**config.mk**
```make
export PLATFORM = sky130hd
export DESIGN_NAME = board_streamer
export DESIGN_NICKNAME = d
export VERILOG_FILES = /design/src/rtl/board_streamer_pkg.sv /design/src/rtl/board_streamer_cell_mux.sv /design/src/rtl/board_streamer.sv
export SDC_FILE = /design/constraint.sdc
export NUM_CORES = 2
export LEC_CHECK = 0
export CORE_AREA = 10 10 302 304
export CTS_CLUSTER_SIZE = 20
export DETAILED_ROUTE_END_ITERATION = 6
export DIE_AREA = 0 0 312 314
export DONT_BUFFER_PORTS = 1
export SLEW_MARGIN = 20
export SYNTH_ARGS = -nofsm -noshare
export SYNTH_HDL_FRONTEND = slang
export SYNTH_SLANG_ARGS = --single-unit
```
**constraint.sdc**
```tcl
create_clock -name clk -period 6.5 [get_ports clk]
set_input_delay 1.3 -clock clk [delete_from_list [all_inputs] [get_ports clk]]
set_output_delay 1.3 -clock clk [all_outputs]
set_load 0.1 [all_outputs]
```
**src/rtl/board_streamer_pkg.sv**
```systemverilog
// Shared types and helpers for the board streamer and its cell mux.
package board_streamer_pkg;

  localparam int unsigned GRID    = 9;
  localparam int unsigned CELL_W  = 5;
  localparam int unsigned IDX_W   = 7;
  localparam int unsigned COORD_W = 4;
  localparam int unsigned NCELLS  = GRID * GRID;
  localparam int unsigned BOARD_W = NCELLS * CELL_W;
  localparam int unsigned OFF_W   = 9;

  typedef enum logic {
    IDLE   = 1'b0,
    STREAM = 1'b1
  } state_e;

  // One beat of the cell stream as presented to the display back-end.
  typedef struct packed {
    logic [COORD_W-1:0] x;
    logic [COORD_W-1:0] y;
    logic [CELL_W-2:0]  digit;
    logic               revealed;
    logic               cursor;
    logic               error;
    logic               last;
  } beat_t;

  // Bit offset of cell (x,y) inside the packed board; callers keep x,y < GRID.
  function automatic logic [OFF_W-1:0] cell_off(input logic [COORD_W-1:0] x,
                                                input logic [COORD_W-1:0] y);
    return OFF_W'(x) * OFF_W'(CELL_W) + OFF_W'(y) * OFF_W'(GRID * CELL_W);
  endfunction

endpackage

```
**src/rtl/board_streamer_cell_mux.sv**
```systemverilog
// Combinational 81:1 cell select from a packed board; out-of-range coordinates read as 0.
module board_cell_mux
  import board_streamer_pkg::*;
(
  input  logic [BOARD_W-1:0] board,
  input  logic [COORD_W-1:0] x,
  input  logic [COORD_W-1:0] y,
  output logic [CELL_W-1:0]  cell_c
);

  // Select the addressed cell, guarding the part-select against bad coordinates.
  always_comb begin
    cell_c = '0;
    if ((x < COORD_W'(GRID)) && (y < COORD_W'(GRID))) begin
      cell_c = board[cell_off(x, y) +: CELL_W];
    end
  end

endmodule

```
**src/rtl/board_streamer.sv**
```systemverilog
// Board streamer: snapshots the game board on request and emits its cells one
// per beat on a valid/ready stream. Optional macro BOARD_STREAMER_DELTA_EN
// streams only cells that changed since the last completed frame.
module board_streamer
  import board_streamer_pkg::*;
(
  input  logic               clk,
  input  logic               reset_n,
  input  logic [BOARD_W-1:0] board,
  input  logic [COORD_W-1:0] pos_x,
  input  logic [COORD_W-1:0] pos_y,
  input  logic               error,
  input  logic               frame_req,
  output logic               busy,
  output logic               cell_valid,
  input  logic               cell_ready,
  output logic [COORD_W-1:0] cell_x,
  output logic [COORD_W-1:0] cell_y,
  output logic [CELL_W-2:0]  cell_digit,
  output logic               cell_revealed,
  output logic               cell_cursor,
  output logic               cell_error,
  output logic               cell_last
);

  state_e             state_q, state_d;
  logic               busy_q, busy_d;
  logic               valid_q, valid_d;
  beat_t              beat_q, beat_d;
  logic [BOARD_W-1:0] snap_board_q, snap_board_d;
  logic [COORD_W-1:0] snap_px_q, snap_px_d;
  logic [COORD_W-1:0] snap_py_q, snap_py_d;
  logic               snap_err_q, snap_err_d;

  logic [BOARD_W-1:0] src_board;
  logic [COORD_W-1:0] src_px, src_py;
  logic               src_err;
  logic               load, done, advance;
  logic [COORD_W-1:0] nx, ny;
  logic [IDX_W-1:0]   nidx, cur_idx;
  logic [CELL_W-1:0]  cell_sel;
  logic               nxt_valid, nxt_last;

`ifdef BOARD_STREAMER_DELTA_EN
  logic [BOARD_W-1:0] ref_board_q, ref_board_d;
  logic [COORD_W-1:0] ref_px_q, ref_px_d;
  logic [COORD_W-1:0] ref_py_q, ref_py_d;
  logic               ref_err_q, ref_err_d;
  logic               have_ref_q, have_ref_d;
  logic [NCELLS-1:0]  chg_vec, later_vec;
  logic               cur_new, cur_ref;
  logic [OFF_W-1:0]   scan_off;
`endif

  // The first beat is built from live inputs because the snapshot lands on the same edge.
  assign src_board = (state_q == IDLE) ? board     : snap_board_q;
  assign src_px    = (state_q == IDLE) ? pos_x     : snap_px_q;
  assign src_py    = (state_q == IDLE) ? pos_y     : snap_py_q;
  assign src_err   = (state_q == IDLE) ? error     : snap_err_q;

  assign nidx    = IDX_W'(ny) * IDX_W'(GRID) + IDX_W'(nx);
  assign cur_idx = IDX_W'(beat_q.y) * IDX_W'(GRID) + IDX_W'(beat_q.x);

  board_cell_mux u_cell_mux (
    .board  (src_board),
    .x      (nx),
    .y      (ny),
    .cell_c (cell_sel)
  );

`ifdef BOARD_STREAMER_DELTA_EN
  // Per-cell change flags against the last completed frame; everything changes before the first one.
  always_comb begin
    chg_vec  = '0;
    cur_new  = 1'b0;
    cur_ref  = 1'b0;
    scan_off = '0;
    for (int unsigned yy = 0; yy < GRID; yy++) begin
      for (int unsigned xx = 0; xx < GRID; xx++) begin
        cur_new  = (COORD_W'(xx) == src_px) && (COORD_W'(yy) == src_py);
        cur_ref  = (COORD_W'(xx) == ref_px_q) && (COORD_W'(yy) == ref_py_q);
        scan_off = cell_off(COORD_W'(xx), COORD_W'(yy));
        chg_vec[IDX_W'(yy * GRID + xx)] =
            !have_ref_q
          || (src_board[scan_off +: CELL_W] != ref_board_q[scan_off +: CELL_W])
          || (cur_new != cur_ref)
          || ((cur_new & src_err) != (cur_ref & ref_err_q));
      end
    end
  end

  // Mask of cells strictly after the one being loaded, for the last-beat look-ahead.
  always_comb begin
    later_vec = '0;
    for (int unsigned i = 0; i < NCELLS; i++) begin
      later_vec[IDX_W'(i)] = (IDX_W'(i) > nidx);
    end
  end

  assign nxt_valid = chg_vec[nidx];
  assign nxt_last  = chg_vec[nidx] && !(|(chg_vec & later_vec));
`else
  assign nxt_valid = 1'b1;
  assign nxt_last  = (nidx == IDX_W'(NCELLS - 1));
`endif

  // Frame sequencing: request capture, beat advance and frame completion.
  always_comb begin
    state_d      = state_q;
    busy_d       = busy_q;
    snap_board_d = snap_board_q;
    snap_px_d    = snap_px_q;
    snap_py_d    = snap_py_q;
    snap_err_d   = snap_err_q;
    load         = 1'b0;
    done         = 1'b0;
    advance      = 1'b0;
    nx           = '0;
    ny           = '0;
`ifdef BOARD_STREAMER_DELTA_EN
    ref_board_d  = ref_board_q;
    ref_px_d     = ref_px_q;
    ref_py_d     = ref_py_q;
    ref_err_d    = ref_err_q;
    have_ref_d   = have_ref_q;
`endif
    case (state_q)
      IDLE: begin
        if (frame_req) begin
          state_d      = STREAM;
          busy_d       = 1'b1;
          snap_board_d = board;
          snap_px_d    = pos_x;
          snap_py_d    = pos_y;
          snap_err_d   = error;
          load         = 1'b1;
        end
      end
      STREAM: begin
        // Skipped (invalid) slots advance unconditionally; real beats wait for ready.
        advance = valid_q ? cell_ready : 1'b1;
        if (advance) begin
          if (beat_q.last || (cur_idx == IDX_W'(NCELLS - 1))) begin
            done    = 1'b1;
            state_d = IDLE;
            busy_d  = 1'b0;
`ifdef BOARD_STREAMER_DELTA_EN
            ref_board_d = snap_board_q;
            ref_px_d    = snap_px_q;
            ref_py_d    = snap_py_q;
            ref_err_d   = snap_err_q;
            have_ref_d  = 1'b1;
`endif
          end else begin
            load = 1'b1;
            if (beat_q.x == COORD_W'(GRID - 1)) begin
              nx = '0;
              ny = beat_q.y + COORD_W'(1);
            end else begin
              nx = beat_q.x + COORD_W'(1);
              ny = beat_q.y;
            end
          end
        end
      end
      default: state_d = IDLE;
    endcase
  end

  // Build the next output beat from the selected cell.
  always_comb begin
    beat_d  = beat_q;
    valid_d = valid_q;
    if (load) begin
      beat_d.x        = nx;
      beat_d.y        = ny;
      beat_d.revealed = cell_sel[CELL_W-1];
      beat_d.digit    = cell_sel[CELL_W-1] ? cell_sel[CELL_W-2:0] : '0;
      beat_d.cursor   = (nx == src_px) && (ny == src_py);
      beat_d.error    = (nx == src_px) && (ny == src_py) && src_err;
      beat_d.last     = nxt_last;
      valid_d         = nxt_valid;
    end else if (done) begin
      beat_d  = '0;
      valid_d = 1'b0;
    end
  end

  // State, snapshot and output registers with synchronous active-low reset.
  always_ff @(posedge clk) begin
    if (!reset_n) begin
      state_q      <= IDLE;
      busy_q       <= 1'b0;
      valid_q      <= 1'b0;
      beat_q       <= '0;
      snap_board_q <= '0;
      snap_px_q    <= '0;
      snap_py_q    <= '0;
      snap_err_q   <= 1'b0;
    end else begin
      state_q      <= state_d;
      busy_q       <= busy_d;
      valid_q      <= valid_d;
      beat_q       <= beat_d;
      snap_board_q <= snap_board_d;
      snap_px_q    <= snap_px_d;
      snap_py_q    <= snap_py_d;
      snap_err_q   <= snap_err_d;
    end
  end

`ifdef BOARD_STREAMER_DELTA_EN
  // Reference copy of the last completed frame; reset forces the next frame to be full.
  always_ff @(posedge clk) begin
    if (!reset_n) begin
      ref_board_q <= '0;
      ref_px_q    <= '0;
      ref_py_q    <= '0;
      ref_err_q   <= 1'b0;
      have_ref_q  <= 1'b0;
    end else begin
      ref_board_q <= ref_board_d;
      ref_px_q    <= ref_px_d;
      ref_py_q    <= ref_py_d;
      ref_err_q   <= ref_err_d;
      have_ref_q  <= have_ref_d;
    end
  end
`endif

  assign busy          = busy_q;
  assign cell_valid    = valid_q;
  assign cell_x        = beat_q.x;
  assign cell_y        = beat_q.y;
  assign cell_digit    = beat_q.digit;
  assign cell_revealed = beat_q.revealed;
  assign cell_cursor   = beat_q.cursor;
  assign cell_error    = beat_q.error;
  assign cell_last     = beat_q.last;

endmodule

```
Word level (Yosys, flattened, before mapping) --
Index checks and enable logic that the tools add are counted.
Word-level totals: bits in registers 433, logic and storage cells 74, output and inout port bits 18
Operators by class: add/sub/neg operators 5, bitwise logic cells 1, shift operators 1, eq/ne operators 8, muxes and demuxes 32, $mul 4, reductions and logical operators 7, magnitude comparators 2
Operators with widths (number):
- $mux 405 | 1
- $shiftx 405x10->5 | 1
- $mux 4 | 11
- $mux 16 | 2
- $add 7x4->7 | 2
- $eq 7x7->1 const B | 2
- $mul 4x4->7 const B | 2
- $mux 1 | 14
- $add 7x9->9 | 1
- $mul 4x6->9 const B | 1
- $add 4x1->4 const B | 2
- $eq 4x4->1 | 2
- $lt 4x4->1 const B | 2
- $mul 4x3->7 const B | 1
- $pmux 1 s2 | 3
- $mux 5 | 1
- $eq 4x4->1 const B | 1
- $ne 2x1->1 const B | 2
- $logic_and 1x1->1 | 3
- $reduce_and 3->1 | 1
- $ne 2x2->1 const B | 1
- $reduce_and 2->1 | 1
- $reduce_bool 2->1 | 1
- $logic_or 1x1->1 | 1
- $not 1->1 | 1

Logic depth before layout (Yosys ltp) --
depth after elaboration 13, depth in mapped cells 31, gate-level depth less buffers 28

By module --
From an unflattened synthesis, not the netlist that was laid out.
Second synthesis, totals: cell total of the unflattened synthesis 3996, area, all modules 37652.4 sq um
Modules (own cells, without submodules):
- board_streamer | seq. area each 8668.3 sq um, cells an instance 2459, instances 1, area an instance 21654.5 sq um
- board_cell_mux | seq. area each 0.0 sq um, cells an instance 1537, instances 1, area an instance 15997.8 sq um

Worst setup path after synthesis --
OpenSTA, ideal clock, no wires.
kind register -> register, start register beat_q, in the netlist cell_y[3], end register beat_q, in the netlist cell_digit[0], data required time 6.370 ns, stages on the path, launching flop included 25, setup time 0.130 ns, slack -1.031 ns, arrival 7.401 ns, path through dfxtp_1 -> ha_1 -> ha_1 -> ha_1 -> nor2b_1 -> o21a_1 -> o21ai_0 -> a21oi_2 -> a311oi_1 -> ha_1 -> ha_1 -> inv_1 -> fa_1 -> inv_1 -> ha_1 -> ha_1 -> xor2_2 -> buf_2 -> buf_2 -> buf_2 -> mux2_2 -> a2111oi_0 -> nor3_1 -> o31ai_1 -> o31ai_2
On the way: cells in the longest elaborated chain, start to end 13
Ends and longest elaborated chain:
- from (decl) | RTL line board_streamer.sv:29 | beat_t beat_q, beat_d;
- from (signal assigned) | RTL line board_streamer.sv:204 | beat_q <= beat_d;
- $mul 4x4->7 | RTL line board_streamer.sv:62 | assign cur_idx = IDX_W'(beat_q.y) * IDX_W'(GRID) + IDX_W'(beat_q.x);
- $add 7x4->7 | RTL line board_streamer.sv:62
- $eq 7x7->1 | RTL line board_streamer.sv:143 | if (beat_q.last || (cur_idx == IDX_W'(NCELLS - 1))) begin
- $logic_or 1x1->1 | RTL line board_streamer.sv:143
- $mux 4 | RTL line board_streamer.sv:143
- $mux 4 | RTL line board_streamer.sv:142 | if (advance) begin
- $mux 4 | RTL line board_streamer.sv:127 | case (state_q)
- $mul 4x6->9 or $mul 4x3->7 (tied branches) | RTL line board_streamer_pkg.sv:31 | return OFF_W'(x) * OFF_W'(CELL_W) + OFF_W'(y) * OFF_W'(GRID * CELL_W);
- $add 7x9->9 | RTL line board_streamer_pkg.sv:31
- $shiftx 405x10->5 | RTL line board_streamer_cell_mux.sv:15 | cell_c = board[cell_off(x, y) +: CELL_W];
- $mux 5 | RTL line board_streamer_cell_mux.sv:14 | if ((x < COORD_W'(GRID)) && (y < COORD_W'(GRID))) begin
- $mux 4 | RTL line board_streamer.sv:178 | beat_d.digit = cell_sel[CELL_W-1] ? cell_sel[CELL_W-2:0] : '0;
- $mux 16 | RTL line board_streamer.sv:174 | if (load) begin
Several ways; a longest one is shown, not always the timed one. A chain may end at the register's enable or synchronous reset.

Final worst setup path --
start register beat_q, in the netlist cell_y[0], end register beat_q, in the netlist cell_digit[0]
Same word-level chain as after synthesis.

==> flow_summary.json <==
{
  "synth_fa_ha_area_share_pct": 1.90,
  "cts.sinks": 433,
  "die_x_um": 312,
  "path_common_cell": "ha_4",
  "yosys_warnings": 0,
  "regArea_um2": 8700,
  "globalplace.congestion": 1.04,
  "dieArea_um2": 98000,
  "end_kind": "register",
  "grt_antenna_before_repair": 6,
  "synth_area_leaders": "mux4_2, dfxtp_1, nand2_1",
  "critPathMaxFanout": 11,
  "multi_input_area_um2": 28000,
  "clk_pin_slew_ns": 0.06,
  "synth_compound_area_share_pct": 14.2,
  "cts-buffers-inserted": 54,
  "syn_nets": 4500,
  "grt_pass1_vias": 34070,
  "fin_crit_sh_pct": 102,
  "clk_latency_ns": 0.65,
  "regToRegStartpoint": "cell_y[0]$_SDFFE_PN0P_",
  "layout_commonest_cell": "nand2_1",
  "synth_edf_count": 0,
  "async_reset_ff_share_pct": 0,
  "status": "complete, but fails checks",
  "regToRegSetupSlack_ns": -0.11,
  "timing.final.ws_setup_ns": -0.107,
  "ctsLongestPathBuffers": 3,
  "path_class": "register to register",
  "final.setup_skew_ns": 0.0307,
  "startpoint": "cell_y[0]$_SDFFE_PN0P_",
  "start_util_pct": 44.8,
  "min_period_ns": 6.61,
  "p_clk_share_pct": 33.7,
  "postSynthAreaPerCell_um2": 9.44,
  "worst_pin_slew_ns": 1.20,
  "vias": 36051,
  "crit_end": "cell_digit[0]$_SDFFE_PN0P_",
  "p_int_w": 0.00599,
  "syn_to_final_growth_pct": 15.4,
  "ir_drop_v": 0.000233,
  "cts_root_buffer": "clkbuf_16",
  "synth_top_family_by_area": "multiplexers",
  "routed_wl_um": 162000,
  "violations": "negative setup slack",
  "yosys.area_share.simple_pct": 14.6,
  "io_pins": 436,
  "drc": 0,
  "power_density_nw_per_um2": 208,
  "layout-drive-gt1-share_pct": 29.3,
  "die_y_um": 314,
  "synthCells": 4029,
  "io_buffers": 0,
  "finalNetCount": 4572,
  "required_ns": 7.01,
  "rsz0062_at_grt": "true",
  "start_kind": "register",
  "grt_first_pass_wirelength_um": 234000,
  "hold_class": "register to register",
  "setup_viol": 3,
  "yosys.area_share.xor_xnor_pct": 0.684,
  "synth_mux_area_share_pct": 39.6,
  "p_sw_share_pct": 34.4,
  "drt_iter0_drc": 4525,
  "globalRoute.totalOverflow": 0,
  "yosysTopAreaCell": "mux4_2",
  "max_freq_mhz": 151,
  "postRouteAntennaNets": 0,
  "seq_area_frac_synth_pct": 22.8,
  "slew_headroom_pct": 20.1,
  "timing.hold.ws_ns": 0.453,
  "p_leak_nw": 15.7,
  "fillCellCount": 7824,
  "grt.total_usage_pct": 31.2,
  "final_cell_mix": "nand2_1, mux4_2, a21oi_1",
  "crit_buf_inv": 8,
  "netlist_area_um2": 38000,
  "slowest_delay_ns": 0.56,
  "place_hpwl_um": 117000,
  "synth_cell_type_count": 87,
  "rows": 107,
  "yosys.area.top_type_share_pct": 30.6,
  "routedWlPerCell_um": 30.6,
  "maxCapViolations": 0,
  "cts_tree": "built",
  "avgViaCountPerCell": 6.81,
  "hold_violations": 0,
  "reg2reg_depth": 29,
  "ys_ff_latch": 433,
  "cpLargestDelayFamily": "adder cells",
  "core_area_um2": 84900,
  "synthFlopType": "dfxtp_1",
  "comb_power_share_pct": 33.5,
  "power_switching_w": 0.00314,
  "r2r-end": "cell_digit[0]$_SDFFE_PN0P_",
  "maxSlewViolCount": 0,
  "drtPass1Iterations": 6,
  "seqPwrFrac_pct": 32.8,
  "critPathSlowestCell": "fa_1",
  "arrival_ns": 7.11,
  "h-tree-depth": 2,
  "finalPower_w": 0.00913,
  "grt_start_max_net_pins": 211,
  "cp.depth": 29
}
-- stage by stage --
step / cell area (um2) / utilization (%) / cells / setup slack [ns] / TNS [ns]
final: 43900 / 51.7 / 5293 / -0.107 / -0.135
after global routing: 43900 / 51.7 / 5290 / -0.221 / -1.01
after CTS: 43100 / 50.8 / 5278 / -0.0330 / -0.0497
after detailed placement: 40600 / 47.8 / 5120 / -0.450 / -2.18
after global placement: 40600 / 47.8 / 5120 / -0.392 / -1.85
after floorplan: 38200 / - / 4029 / 0.0232 / 0
-- timing repair --
item | 4_1_cts | 5_1_grt
endpoints found under the setup margin | 5 | 7
resized for setup | 60 | 120
hold buffers | 0 | 0
setup buffers | 57 | 9
cloned | 1 | 5
pin swaps | 23 | 52
-- area by class of cell --
type	instances	area share (%)
clock inverters	13	0.177
inverters	38	0.359
diodes	4	0.0228
flip-flops and latches	433	19.8
repair buffers	410	8.67
well taps	1144	3.26
clock buffers	87	3.83
multi-input cells	3164	63.9
-- logic make-up after synthesis --
family                   after synthesis
AND/OR/NAND/NOR                     1375
AO/OA/AOI/OAI                        881
multiplexers                         827
flip-flops                           433
buffers and inverters                432
adder cells (fa/ha/maj)               53
XOR/XNOR                              28
-- cell usage after synthesis, drive strengths merged, types with 5 or more instances --
cell	instances
a31oi	27
o21ai	70
clkbuf	191
nor4	5
a22oi	68
inv	37
a2111oi	13
nor2b	13
a311oi	12
o31ai	10
o2111ai	7
o22ai	35
o211ai	20
mux2	35
a22o	15
ha	45
nand2	1093
fa	8
nand3	64
mux4	534
o221ai	10
a211oi	17
nor3	29
or3	9
and2	18
o22a	5
buf	203
dfxtp	433
a21oi	485
and3	19
nand4	14
a222oi	10
xor2	12
mux2i	258
a32oi	13
xnor2	16
a221oi	22
nor2	93
-- sequential cells by signal, summed over array words and instances (netlist names), 4 cells and up --
signal	flops
cell_digit	4
cell_x	4
cell_y	4
snap_board_q	405
snap_px_q	4
snap_py_q	4
-- metal layers --
layer	vias to the layer above	global-route usage (%)	part of all wire (%)
met1	17963	39.1	36
met2	2251	49.0	46
met5	-	0.197	0.015
met3	405	10.4	13
li1	15430	-	-
met4	2	12.7	4.7
-- worst min-delay path by stage --
| stage | depth (start not counted) | from | endpoint | slack, ns |
|---|---|---|---|---|
| 4_1_cts | 2 | snap_board_q[0]$_SDFFE_PN0P_ | snap_board_q[0]$_SDFFE_PN0P_ | 0.45 |
| 5_1_grt | 2 | snap_px_q[1]$_SDFFE_PN0P_ | snap_px_q[1]$_SDFFE_PN0P_ | 0.47 |
| 3_5_place_dp | 2 | snap_board_q[0]$_SDFFE_PN0P_ | snap_board_q[0]$_SDFFE_PN0P_ | 0.45 |
| 3_3_place_gp | 2 | snap_board_q[0]$_SDFFE_PN0P_ | snap_board_q[0]$_SDFFE_PN0P_ | 0.44 |
| 2_1_floorplan | 2 | snap_board_q[0]$_SDFFE_PN0P_ | snap_board_q[0]$_SDFFE_PN0P_ | 0.43 |
| 6_report | 2 | snap_board_q[0]$_SDFFE_PN0P_ | snap_board_q[0]$_SDFFE_PN0P_ | 0.45 |
-- worst reg2reg max path: cells and delay by family, from the launching register on --
family          cells  cell delay (ns)
compound gates      7             1.24
xor+xnor            1             0.28
fa+ha+maj           8             2.19
buf+inv             8             1.06
flops               1             0.36
mux                 1             0.51
simple gates        4             0.84
-- power groups by stage --
| stage | Clock [W] | Sequential (W) | Combinational (W) |
|---|---|---|---|
| 2_1_floorplan | 0 | 0.00300 | 0.00207 |
| 3_3_place_gp | 0 | 0.00304 | 0.00284 |
| 3_5_place_dp | 0 | 0.00304 | 0.00285 |
| 4_1_cts | 0.00310 | 0.00298 | 0.00292 |
| 5_1_grt | 0.00320 | 0.00301 | 0.00320 |
| 6_report | 0.00307 | 0.00299 | 0.00306 |
No activity file was read; power rests on OpenSTA's default activity.
